## config.mk

```make
export PLATFORM = sky130hd
export DESIGN_NAME = ram_loader
export DESIGN_NICKNAME = d
export VERILOG_FILES = /design/src/rtl/ram_loader.sv
export SDC_FILE = /design/constraint.sdc
export NUM_CORES = 1
export LEC_CHECK = 0
export ABC_AREA = 1
export BUFFER_PORTS_ARGS = -buffer_cell sky130_fd_sc_hd__buf_2
export CAP_MARGIN = 0
export CORE_MARGIN = 2
export CORE_UTILIZATION = 30
export CTS_CLUSTER_SIZE = 12
export DETAILED_ROUTE_END_ITERATION = 6
export PLACE_DENSITY_LB_ADDON = 0.25
export SLEW_MARGIN = 30
export SYNTH_ARGS = -nofsm -noshare
export SYNTH_HDL_FRONTEND = slang
export SYNTH_SLANG_ARGS = --single-unit
```

## constraint.sdc

```tcl
create_clock -name i_clk -period 2.5 [get_ports i_clk]
set_input_delay 0.75 -clock i_clk [delete_from_list [all_inputs] [get_ports i_clk]]
set_output_delay 0.75 -clock i_clk [all_outputs]
set_load 0.02 [all_outputs]
```

## src/rtl/ram_loader.sv

```systemverilog
// rtl/ram_loader.sv - streams bytes into a single-port RAM, then reads the region back and verifies an additive checksum
module ram_loader #(
    parameter int ADDR_W     = 8,
    parameter int DATA_W     = 8,
    parameter int START_ADDR = 0
) (
    input  logic              i_clk,
    input  logic              i_rst_n,
    input  logic              i_start,
    input  logic [ADDR_W:0]   i_length,
    input  logic [DATA_W-1:0] i_s_data,
    input  logic              i_s_valid,
    output logic              o_s_ready,
    output logic [ADDR_W-1:0] o_mem_addr,
    output logic [DATA_W-1:0] o_mem_data,
    output logic              o_mem_we,
    input  logic [DATA_W-1:0] i_mem_data,
    output logic              o_busy,
    output logic              o_done,
    output logic              o_err,
    output logic [DATA_W-1:0] o_checksum
);

    typedef enum logic [1:0] {
        IDLE,
        LOAD,
        VERIFY,
        DONE
    } state_t;

    localparam logic [ADDR_W-1:0] BASE    = ADDR_W'(START_ADDR);
    localparam logic [ADDR_W:0]   MAX_LEN = {1'b1, {ADDR_W{1'b0}}};
    localparam logic [ADDR_W:0]   ONE     = {{ADDR_W{1'b0}}, 1'b1};

    state_t            state;
    logic [ADDR_W:0]   len_q;
    logic [ADDR_W:0]   idx;
    logic [DATA_W-1:0] rsum;

    logic [ADDR_W:0]   len_clamped;
    logic              last;
    logic [DATA_W-1:0] rsum_next;

    assign len_clamped = (i_length > MAX_LEN) ? MAX_LEN : i_length;
    assign last        = (idx == len_q - ONE);
    assign rsum_next   = rsum + i_mem_data;

    // o_s_ready is high exactly in LOAD, so it doubles as the write window
    assign o_mem_addr = BASE + idx[ADDR_W-1:0];
    assign o_mem_we   = o_s_ready & i_s_valid;
    assign o_mem_data = o_s_ready ? i_s_data : '0;

    always_ff @(posedge i_clk or negedge i_rst_n) begin
        if (!i_rst_n) begin
            state      <= IDLE;
            len_q      <= '0;
            idx        <= '0;
            rsum       <= '0;
            o_s_ready  <= 1'b0;
            o_busy     <= 1'b0;
            o_done     <= 1'b0;
            o_err      <= 1'b0;
            o_checksum <= '0;
        end else begin
            o_done <= 1'b0;
            case (state)
                IDLE: begin
                    if (i_start) begin
                        len_q      <= len_clamped;
                        idx        <= '0;
                        rsum       <= '0;
                        o_checksum <= '0;
                        o_err      <= 1'b0;
                        if (len_clamped == '0) begin
                            state  <= DONE;
                            o_done <= 1'b1;
                        end else begin
                            state     <= LOAD;
                            o_s_ready <= 1'b1;
                            o_busy    <= 1'b1;
                        end
                    end
                end
                LOAD: begin
                    if (i_s_valid) begin
                        o_checksum <= o_checksum + i_s_data;
                        if (last) begin
                            idx       <= '0;
                            state     <= VERIFY;
                            o_s_ready <= 1'b0;
                        end else begin
                            idx <= idx + ONE;
                        end
                    end
                end
                VERIFY: begin
                    rsum <= rsum_next;
                    if (last) begin
                        o_err  <= (rsum_next != o_checksum);
                        idx    <= '0;
                        state  <= DONE;
                        o_done <= 1'b1;
                        o_busy <= 1'b0;
                    end else begin
                        idx <= idx + ONE;
                    end
                end
                default: begin
                    state <= IDLE;
                end
            endcase
        end
    end

endmodule

```

After elaboration in Yosys (flattened, before gate mapping)
Cells that the tools add are included.
- register bits: 40
- input port bits: 29
- output and inout bits: 29
- word-level logic and storage cells: 66
- add/subtract/negate cells: 4
- magnitude comparators: 1
- equality and inequality tests: 9
- muxes and demuxes: 29
- bitwise gates (word level): 1
- reduce and logical (&&, ||, !) cells: 13
- operators by type and width (operator ; count):
    two-way mux 9 bit ; 4
    one-hot mux 8 bit (2 select lines) ; 2
    one-hot mux 9 bit (3 select lines) ; 1
    two-way mux 8 bit ; 3
    adder 8 bit ; 2
    two-way mux 2 bit ; 5
    inequality test 2 bit, second input constant ; 5
    adder 9 x 1 -> 9 bit, second input constant ; 1
    equality test 9 bit ; 1
    greater-than comparator 9 bit, second input constant ; 1
    zero test 9 bit ; 1
    two-way mux 1 bit ; 9
    AND reduction 3 bit ; 3
    subtractor 9 x 1 -> 9 bit, second input constant ; 1
    inequality test 8 bit ; 1
    one-hot mux 1 bit (2 select lines) ; 4
    AND reduction 4 bit ; 2
    one-hot mux 2 bit (3 select lines) ; 1
    AND reduction 5 bit ; 1
    AND reduction 2 bit ; 2
    nonzero test 2 bit ; 2
    nonzero test 3 bit ; 1
    equality test 2 x 1 -> 1 bit, second input constant ; 1
    equality test 2 bit, second input constant ; 1
    other kinds (2) ; 2

Depth between registers and ports, before layout
Gate-level depths: netlist (run 1).
- depth in word-level cells: 6
- mapped depth: 14
- depth with buffers taken out: 14

Worst setup path after synthesis (run 1)
Ideal clock, no wire load.
- path kind: in2reg
- start: input i_mem_data[0]
- end: register o_err
- library setup time: 0.116 ns
- arrival time: 2.082 ns
- slack: 0.301 ns
- stages on the path: 10
- path buffers: 0
- path through: ha_1 > fa_1 > xnor2_1 > xor2_1 > nor2_1 > o21ai_0 > nor2_1 > nand3_1 > nand2_1 > nand2_1
- longest elaborated chain between the ends: 4
- RTL lines (item ; RTL line ; text):
    start: declaration ; 17 ; input logic [DATA_W-1:0] i_mem_data,
    adder 8 bit ; 46 ; assign rsum_next = rsum + i_mem_data;
    inequality test 8 bit ; 99 ; o_err <= (rsum_next != o_checksum);
    two-way mux 1 bit ; 98 ; if (last) begin
    one-hot mux 1 bit (2 select lines) ; 66 ; case (state)
    end signal: assignment ; 99 ;
    end: declaration ; 20 ; output logic o_err,
No other way between the ends. The select of a mux whose other input is x is not followed.
A chain may end at the register's enable or synchronous reset.

Final worst setup path (run 1)
Same ends and word-level chain as after synthesis.

==> reports/metrics.yaml, run 1 <==
yosys-top-cells-count: "nand2_1, inv_1, dfrtp_1"
swShare_pct: 50.3
synth_top_family_by_area: "simple AND/OR/NAND/NOR gates"
crit_required_ns: 2.70
timing.fmax_ghz: 0.474
remaining_drc_errors: 0
async_flop_share_pct: 100
syn_area_mm2: 0.00311
yosysSeqAreaShare_pct: 32.2
relSlewSlack_pct: 48.6
cts_max_level: 2
num_rows: 37
power_frac_seq_pct: 27.2
ir_drop_uv: 326
diodes: 0
power.leakage_nw: 1.94
switchingPower_mw: 2.07
synth_compound_area_share_pct: 11.5
ys_types: 32
synthAdderAreaFrac_pct: 9.33
p_total_mw: 4.11
p_int_mw: 2.04
seq_area_mm2: 0.00100
r2r_start: "state[0]$_DFFE_PN0P_"
grt_pass1_vias: 2717
grt_max_degree: 19
cts_setup_buffers: 0
timing.final.crit_share_pct: 84.4
io_buffers: 57
grt_use_total_pct: 13.7
yosys.cell_count.top_type: "nand2_1"
synth_top_area_share_pct: 32.2
nets: 531
wirelength_mm: 7.42
maxCapViolCount: 0
pwr-share-clk_pct: 11.1
cts-buffers-inserted: 5
synth.largest_area_cell: "dfrtp_1"
powerDensity_mw_per_mm2: 1140
ant_nets: 0
cts-root-buf: "clkbuf_8"
vias_per_cell: 4.44
synth_fp_nets: 475
hp-class: "input pin to asynchronous set/reset pin"
postPlaceCellArea_mm2: 0.00351
end_kind: "flop"
cts_resized: 0
synthesis.instances: 424
grt_overflow: 0
path_clk_slew_ns: 0.08
tns_ns: 0
yosys.area_share.simple_pct: 28.9
ys_warn_count: 0
muxShareOfSynthArea_pct: 0
status: "finished clean"
postLayoutSetupSlackWorst_ns: 0.389
drt_iter0_markers: 51
maxSlewViolCount: 0
synth.avg_cell_area_um2: 7.34
area_growth_pct: 15.8
fill_cells: 1102
crit_fanout: 3
synth_area_leaders: "dfrtp_1, nand2_1, inv_1"
grt_pass1_wl_mm: 12.5
tightest_slew_ns: 0.765
cts_tree: "done"
first_pass_iters: 4
synth_xor_xnor_area_share_pct: 5.63
clock_latency_ns: 0.30
cts_sinks: 40
design_area_mm2: 0.00360
period_needed_ns: 2.11
die_area_mm2: 0.0112
setup.worst_path.start_class: "input pin"
synth-edff-count: 0
die_w_um: 106
r2r_slack_ns: 0.46
place_congestion: 0.800
post-place-ws_ns: 0.0580
drive_gt1_share_pct: 21.2
antenna_found_initial: 0
die_h_um: 106
via_count: 2742
wl_per_cell_um: 12.0
rsz0062_at_grt: "no"
core_mm2: 0.0102
ys.flop_type: "dfrtp_1"
ios: 58
finalClockSkew_ns: 0.00687
setup-violations-final: 0
max-clock-path-buffers: 2
path_class: "input pin to flop"
reg2reg_depth: 9
multi_input_area_mm2: 0.00172
cts_hold_buf: 0
hpwl_mm: 6.02
ys_seq_elements: 40
crit_arrival_ns: 2.31
combinationalPowerShare_pct: 61.7
r2r_end: "o_checksum[1]$_DFFE_PN0P_"
finalHoldViolations: 0
initial_core_util_pct: 30.5
worst max path at each step:
stage	startpoint	to	depth (start not counted)	slack (ns)
3_5_place_dp	i_mem_data[0]	o_err$_DFFE_PN0P_	11	0.06
4_1_cts	i_mem_data[0]	o_err$_DFFE_PN0P_	11	0.38
3_3_place_gp	i_mem_data[0]	o_err$_DFFE_PN0P_	11	0.09
2_1_floorplan	i_mem_data[0]	o_err$_DFFE_PN0P_	10	0.30
6_report	i_mem_data[0]	o_err$_DFFE_PN0P_	11	0.39
5_1_grt	state[0]$_DFFE_PN0P_	o_checksum[1]$_DFFE_PN0P_	9	0.22
logic make-up after synthesis:
logic type	Yosys count
buf+inv	95
fa+ha+maj	22
xor+xnor	20
compound gates	53
flops	40
simple gates	194
cell type report:
| type | instances | share of cell area (%) |
|---|---|---|
| clock buffer | 8 | 2.50 |
| inverter | 85 | 8.85 |
| multi-input combinational | 289 | 47.8 |
| sequential | 40 | 27.8 |
| tap | 136 | 4.72 |
| timing repair buffer | 59 | 8.33 |
critical path: stages:
cell	delay [ns]
buf_2	0.10
ha_1	0.22
fa_1	0.43
xnor2_1	0.27
xor2_1	0.10
nor2_1	0.09
o21ai_0	0.08
nor2_1	0.09
nand3_1	0.07
nand2_1	0.06
nand2_1	0.04
sequential cells by signal (all words and copies together), names as in the netlist:
signal      cells
idx             9
o_done          1
o_checksum      8
o_s_ready       1
o_err           1
rsum            8
state           2
o_busy          1
len_q           9
cells in the final DEF (no fill, tap or decap), types with 4 or more instances in the layout:
master and n:
nand2_2 4, inv_1 78, o21ai_0 11, o22ai_1 16, ha_1 20, o22ai_2 6
nor2_2 7, buf_2 57, xor2_1 13, clkbuf_8 6, inv_2 6, a21oi_1 8
xnor2_1 7, o21ai_1 4, nand4_1 9, dfrtp_1 40, o21ai_2 4, nor2_1 20
nand3_1 33, nand2_1 109
per-stage QoR:
| step | hold WS [ns] | util (%) | cells |
|---|---|---|---|
| 6_report | 0.314 | 35.4 | 617 |
| 5_1_grt | 0.322 | 35.4 | 617 |
| 4_1_cts | 0.316 | 35.4 | 617 |
| 3_5_place_dp | 0.479 | 34.5 | 609 |
| 3_3_place_gp | 0.487 | 34.5 | 609 |
| 2_1_floorplan | 0.454 | - | 424 |
metal layers:
layer | global-route usage [%] | part of all wire (%) | vias up
li1 | - | - | 1453
met1 | 19.4 | 53 | 1249
met2 | 22.1 | 45 | 36
met3 | 1.73 | 2.0 | 4
met4 | 3.29 | 0.74 | 0
met5 | 0 | 0 | -
power groups by stage:
stage | clock network (mW) | registers, mW | logic [mW]
final | 0.456 | 1.12 | 2.54
after detailed placement | 0 | 1.13 | 2.55
after floorplan | 0 | 1.13 | 1.99
after CTS | 0.470 | 1.12 | 2.56
after global routing | 0.487 | 1.16 | 2.91
after global placement | 0 | 1.13 | 2.52
Power figures use the tool's default switching activity.
==> inputs of run 2 (changes only) <==
==> constraint.sdc (replaced) <==
create_clock -name i_clk -period 2.1 [get_ports i_clk]
set_input_delay 0.63 -clock i_clk [delete_from_list [all_inputs] [get_ports i_clk]]
set_output_delay 0.63 -clock i_clk [all_outputs]
set_load 0.02 [all_outputs]
==> run 2 against run 1 <==
Net effect:
- design area grew 3.6%
- clock-buffer cell count stayed put
- register-to-register slack got worse by 0.27 ns
- sequential power up 19%
- critical path depth did not move
- non-clock buffer count is 16 higher
- total power increased by 25%
- global-route usage increased by 0.41 points
- critical endpoint unchanged
==> reports/metrics.yaml, run 2 (synthesized netlist as in run 1, its figures left out) <==
status: "finished clean"
r2r_slack_ns: 0.19
relSlewSlack_pct: 61.0
p_int_mw: 2.61
r2r_end: "o_s_ready$_DFFE_PN0P_"
post-place-ws_ns: -0.224
seq_area_mm2: 0.00100
period_needed_ns: 1.95
powerDensity_mw_per_mm2: 1370
cts_tree: "done"
wl_per_cell_um: 12.1
first_pass_iters: 6
postPlaceCellArea_mm2: 0.00363
antenna_found_initial: 0
io_buffers: 57
finalClockSkew_ns: 0.0136
setup.worst_path.start_class: "input pin"
pwr-share-clk_pct: 10.6
setup-violations-final: 0
remaining_drc_errors: 0
drt_iter0_markers: 84
largestRegisters: "idx: 9 flops, len_q: 9 flops"
cp_common_cell: "nand2_1"
initial_core_util_pct: 30.5
power_frac_seq_pct: 25.9
combinationalPowerShare_pct: 63.5
postLayoutSetupSlackWorst_ns: 0.150
hp-class: "input pin to asynchronous set/reset pin"
die_area_mm2: 0.0112
layout_commonest_cell: "nand2_1"
ant_nets: 0
vias_per_cell: 4.41
clock_latency_ns: 0.30
num_rows: 37
cpPeakStageDelay_ns: 0.56
path_cells: "buf_2, ha_1, fa_2, xnor2_1, nand2_1, nor2_1, o21ai_0, nor2_1, nand3_1, nand2_1, nand2_1"
crit_slowest_cell: "fa_2"
power.leakage_nw: 2.02
wirelength_mm: 7.63
p_total_mw: 5.13
grt_pass1_vias: 2714
cts_max_level: 2
cts_sinks: 40
die_w_um: 106
grt_max_degree: 23
place_congestion: 0.796
nets: 547
final_util_pct: 36.7
design_area_mm2: 0.00373
diodes: 0
mostFrequentLayoutCells: "nand2_1, inv_1, buf_2"
cts-buffers-inserted: 5
rsz0062_at_grt: "no"
crit_arrival_ns: 2.15
switchingPower_mw: 2.52
r2r_start: "state[0]$_DFFE_PN0P_"
hpwl_mm: 6.15
max-clock-path-buffers: 2
via_count: 2794
die_h_um: 106
end_kind: "flop"
swShare_pct: 49.1
ir_drop_uv: 345
drive_gt1_share_pct: 24.1
crit_fanout: 2
grt_use_total_pct: 14.1
cts_resized: 0
reg2reg_depth: 10
tightest_slew_ns: 0.582
path_class: "input pin to flop"
maxCapViolCount: 0
crit_required_ns: 2.30
core_mm2: 0.0102
timing.final.crit_share_pct: 92.8
area_growth_pct: 20.0
cts_setup_buffers: 0
stdcell_count: 633
grt_overflow: 0
multi_input_area_mm2: 0.00173
cts-root-buf: "clkbuf_8"
fill_cells: 1126
cts_hold_buf: 0
ios: 58
path_clk_slew_ns: 0.08
grt_pass1_wl_mm: 12.7
finalHoldViolations: 0
maxSlewViolCount: 0
timing.fmax_ghz: 0.513
dp.cells: 625
[run 2: changes by cell type in the layout (fill, tap and decap cells not counted), sizes merged]
cell  delta
buf     +16
[run 2: critical path: cells and delay by family]
kind                       cells  cell delay (ns)
xor gates and xnor gates       1             0.11
AOI/OAI and AO/OA              1             0.09
buffers and inverters          1             0.10
adders and majority gates      2             0.78
and+or+nand+nor                6             0.43
[run 2: power groups by stage]
stage	combinational [mW]	clock [mW]	sequential (mW)
floorplan	2.37	0	1.34
global placement	3.20	0	1.34
detailed placement	3.25	0	1.34
CTS	3.26	0.563	1.33
global route	3.69	0.590	1.37
finish	3.25	0.544	1.33
[run 2: layer usage]
metal / share of wire, % / track usage [%]
met5: 0 / 0
met4: 1.4 / 4.89
met3: 2.4 / 1.73
met2: 45 / 22.2
met1: 51 / 19.9
[run 2: worst max path at each step]
| stage | from | endpoint | slack (ns) |
|---|---|---|---|
| after detailed placement | i_mem_data[0] | o_err$_DFFE_PN0P_ | -0.22 |
| after floorplan | i_mem_data[0] | o_err$_DFFE_PN0P_ | 0.02 |
| after global placement | i_mem_data[0] | o_err$_DFFE_PN0P_ | -0.17 |
| final | i_mem_data[0] | o_err$_DFFE_PN0P_ | 0.15 |
| after global routing | state[0]$_DFFE_PN0P_ | o_s_ready$_DFFE_PN0P_ | 0.04 |
| after CTS | i_mem_data[0] | o_err$_DFFE_PN0P_ | 0.10 |
[run 2: stage by stage]
stage / setup TNS (ns) / hold WS (ns)
4_1_cts: 0 / 0.317
2_1_floorplan: 0 / 0.334
5_1_grt: 0 / 0.333
3_3_place_gp: -0.171 / 0.490
6_report: 0 / 0.303
3_5_place_dp: -0.241 / 0.480
[run 2: area by class of cell]
cell class | count | area share, %
sequential | 40 | 26.8
clock buffer | 8 | 2.41
timing repair buffer | 75 | 11.3
tap | 136 | 4.56
inverter | 85 | 8.55
multi-input combinational | 289 | 46.4
==> inputs of run 3 (changes only) <==
--- a/config.mk
+++ b/config.mk
@@ -13,6 +13,7 @@
 export CTS_CLUSTER_SIZE = 12
 export DETAILED_ROUTE_END_ITERATION = 6
 export PLACE_DENSITY_LB_ADDON = 0.25
+export SETUP_SLACK_MARGIN = 0.5
 export SLEW_MARGIN = 30
 export SYNTH_ARGS = -nofsm -noshare
 export SYNTH_HDL_FRONTEND = slang
==> run 3 against run 2 <==
Net effect:
- register-to-register slack better by 0.08 ns
- clock power rose by 3%
- utilization up 6.7 points
- worst hold slack worse by 0.0043 ns
- first-iteration DRC count rose by 94%
- setup slack better by 0.093 ns
- clock-buffer cell count shrank 1
- critical path depth is the same
- non-clock buffer count grew 20
- combinational power grew 29%
- sequential cell count did not move
- maximum frequency up 5.0%
- critical endpoint unchanged
- largest cell class unchanged
==> reports/metrics.yaml, run 3 (synthesized netlist as in run 1, its figures left out) <==
final_util_pct: 43.4
end_kind: "flop"
diodes: 0
hp-class: "input pin to asynchronous set/reset pin"
power.leakage_nw: 2.18
rsz0062_at_grt: "yes"
initial_core_util_pct: 30.5
place_congestion: 0.805
cts_hold_buf: 0
area_growth_pct: 42.0
path_class: "input pin to flop"
combinationalPowerShare_pct: 68.5
ir_drop_uv: 573
swShare_pct: 48.1
post-place-ws_ns: -0.130
cts_tree: "done"
die_h_um: 106
ios: 58
num_rows: 37
worst_hold_slack_ns: 0.299
postPlaceCellArea_mm2: 0.00375
hpwl_mm: 6.13
crit_fanout: 2
setup-violations-final: 0
grt_overflow: 0
drt_iter0_markers: 163
setup.worst_path.start_class: "input pin"
remaining_drc_errors: 0
wl_per_cell_um: 12.9
die_area_mm2: 0.0112
vias_per_cell: 4.58
drive_gt1_share_pct: 42.3
r2r_start: "rsum[0]$_DFFE_PN0P_"
status: "finished clean"
timing.final.crit_share_pct: 88.4
p_total_mw: 6.10
crit_required_ns: 2.29
clock_latency_ns: 0.30
cts-root-buf: "clkbuf_8"
max-clock-path-buffers: 2
p_int_mw: 3.17
switchingPower_mw: 2.93
power_frac_seq_pct: 22.3
antenna_found_initial: 0
mostFrequentLayoutCells: "nand2_1, inv_1, buf_2"
wirelength_mm: 8.44
maxCapViolCount: 0
tightest_slew_ns: 0.524
powerDensity_mw_per_mm2: 1380
design_area_mm2: 0.00442
maxSlewViolCount: 0
pwr-share-clk_pct: 9.2
cts-buffers-inserted: 5
finalClockSkew_ns: 0.00444
core_mm2: 0.0102
grt_pass1_vias: 2894
largestRegisters: "idx: 9 flops, len_q: 9 flops"
period_needed_ns: 1.86
finalHoldViolations: 0
first_pass_iters: 4
timing.fmax_ghz: 0.539
relSlewSlack_pct: 65.1
grt_max_degree: 22
via_count: 2998
cts_sinks: 40
path_clk_slew_ns: 0.08
layout_commonest_cell: "nand2_1"
ant_nets: 0
postLayoutSetupSlackWorst_ns: 0.244
crit_start: "i_mem_data[0]"
grt_use_total_pct: 15.3
nets: 568
crit_arrival_ns: 2.05
io_buffers: 57
grt_pass1_wl_mm: 13.9
cts_max_level: 2
die_w_um: 106
## run 3: routing by layer
metal	vias to the layer above	share of wire, %	wire length (µm)	global-route usage (%)
met3	5	3.8	320	2.47
met1	1396	49	4150	21.6
met2	61	46	3890	24.4
li1	1536	-	-	-
met4	0	1.0	85	4.14
met5	-	0	0	0
## run 3: path summary, 6_finish.rpt
path	cells after the start	to	slack, ns
worst max-delay path	11	o_err$_DFFE_PN0P_	0.24
worst min-delay path	1	o_checksum[6]$_DFFE_PN0P_	0.30
worst max register to register	10	o_err$_DFFE_PN0P_	0.27
worst min register to register	2	o_busy$_DFFE_PN0P_	0.51
max in group asynchronous	2	rsum[6]$_DFFE_PN0P_	1.32
min in group i_clk	2	o_busy$_DFFE_PN0P_	0.51
## run 3: final cells by class
class / instances / area, µm²
inverter: 85 / 338
sequential: 40 / 1010
tap: 136 / 170
fill: 1062 / 5770
multi-input combinational: 290 / 2120
clock buffer: 7 / 86.3
timing repair buffer: 95 / 679
clock inverter: 1 / 7.51
## run 3: what timing repair did
| action | CTS | global route |
|---|---|---|
| endpoints found under the setup margin | 45 | 56 |
| buffers inserted | 11 | 15 |
| pin swaps | 17 | 11 |
| gates cloned | 1 | 1 |
| resized for setup | 63 | 59 |
## run 3: per-stage QoR
step	TNS, ns	std cells
3_3_place_gp	-0.0955	618
4_1_cts	0	638
5_1_grt	0	654
6_report	0	654
2_1_floorplan	0	424
3_5_place_dp	-0.130	618
## run 3: critical path, stage by stage
cell	delay, ns
buf_2	0.12
ha_4	0.16
fa_2	0.54
xnor2_1	0.12
nand2_1	0.06
nor2_1	0.08
o21ai_1	0.07
nor2_1	0.08
nand3_1	0.08
nand2_1	0.06
nand2_1	0.04
## run 3: power groups by stage
stage	clock (mW)	sequential [mW]	combinational [mW]
floorplan	0	1.37	2.55
global placement	0	1.37	3.32
detailed placement	0	1.37	3.35
CTS	0.573	1.36	3.76
global route	0.614	1.40	4.66
finish	0.559	1.36	4.18
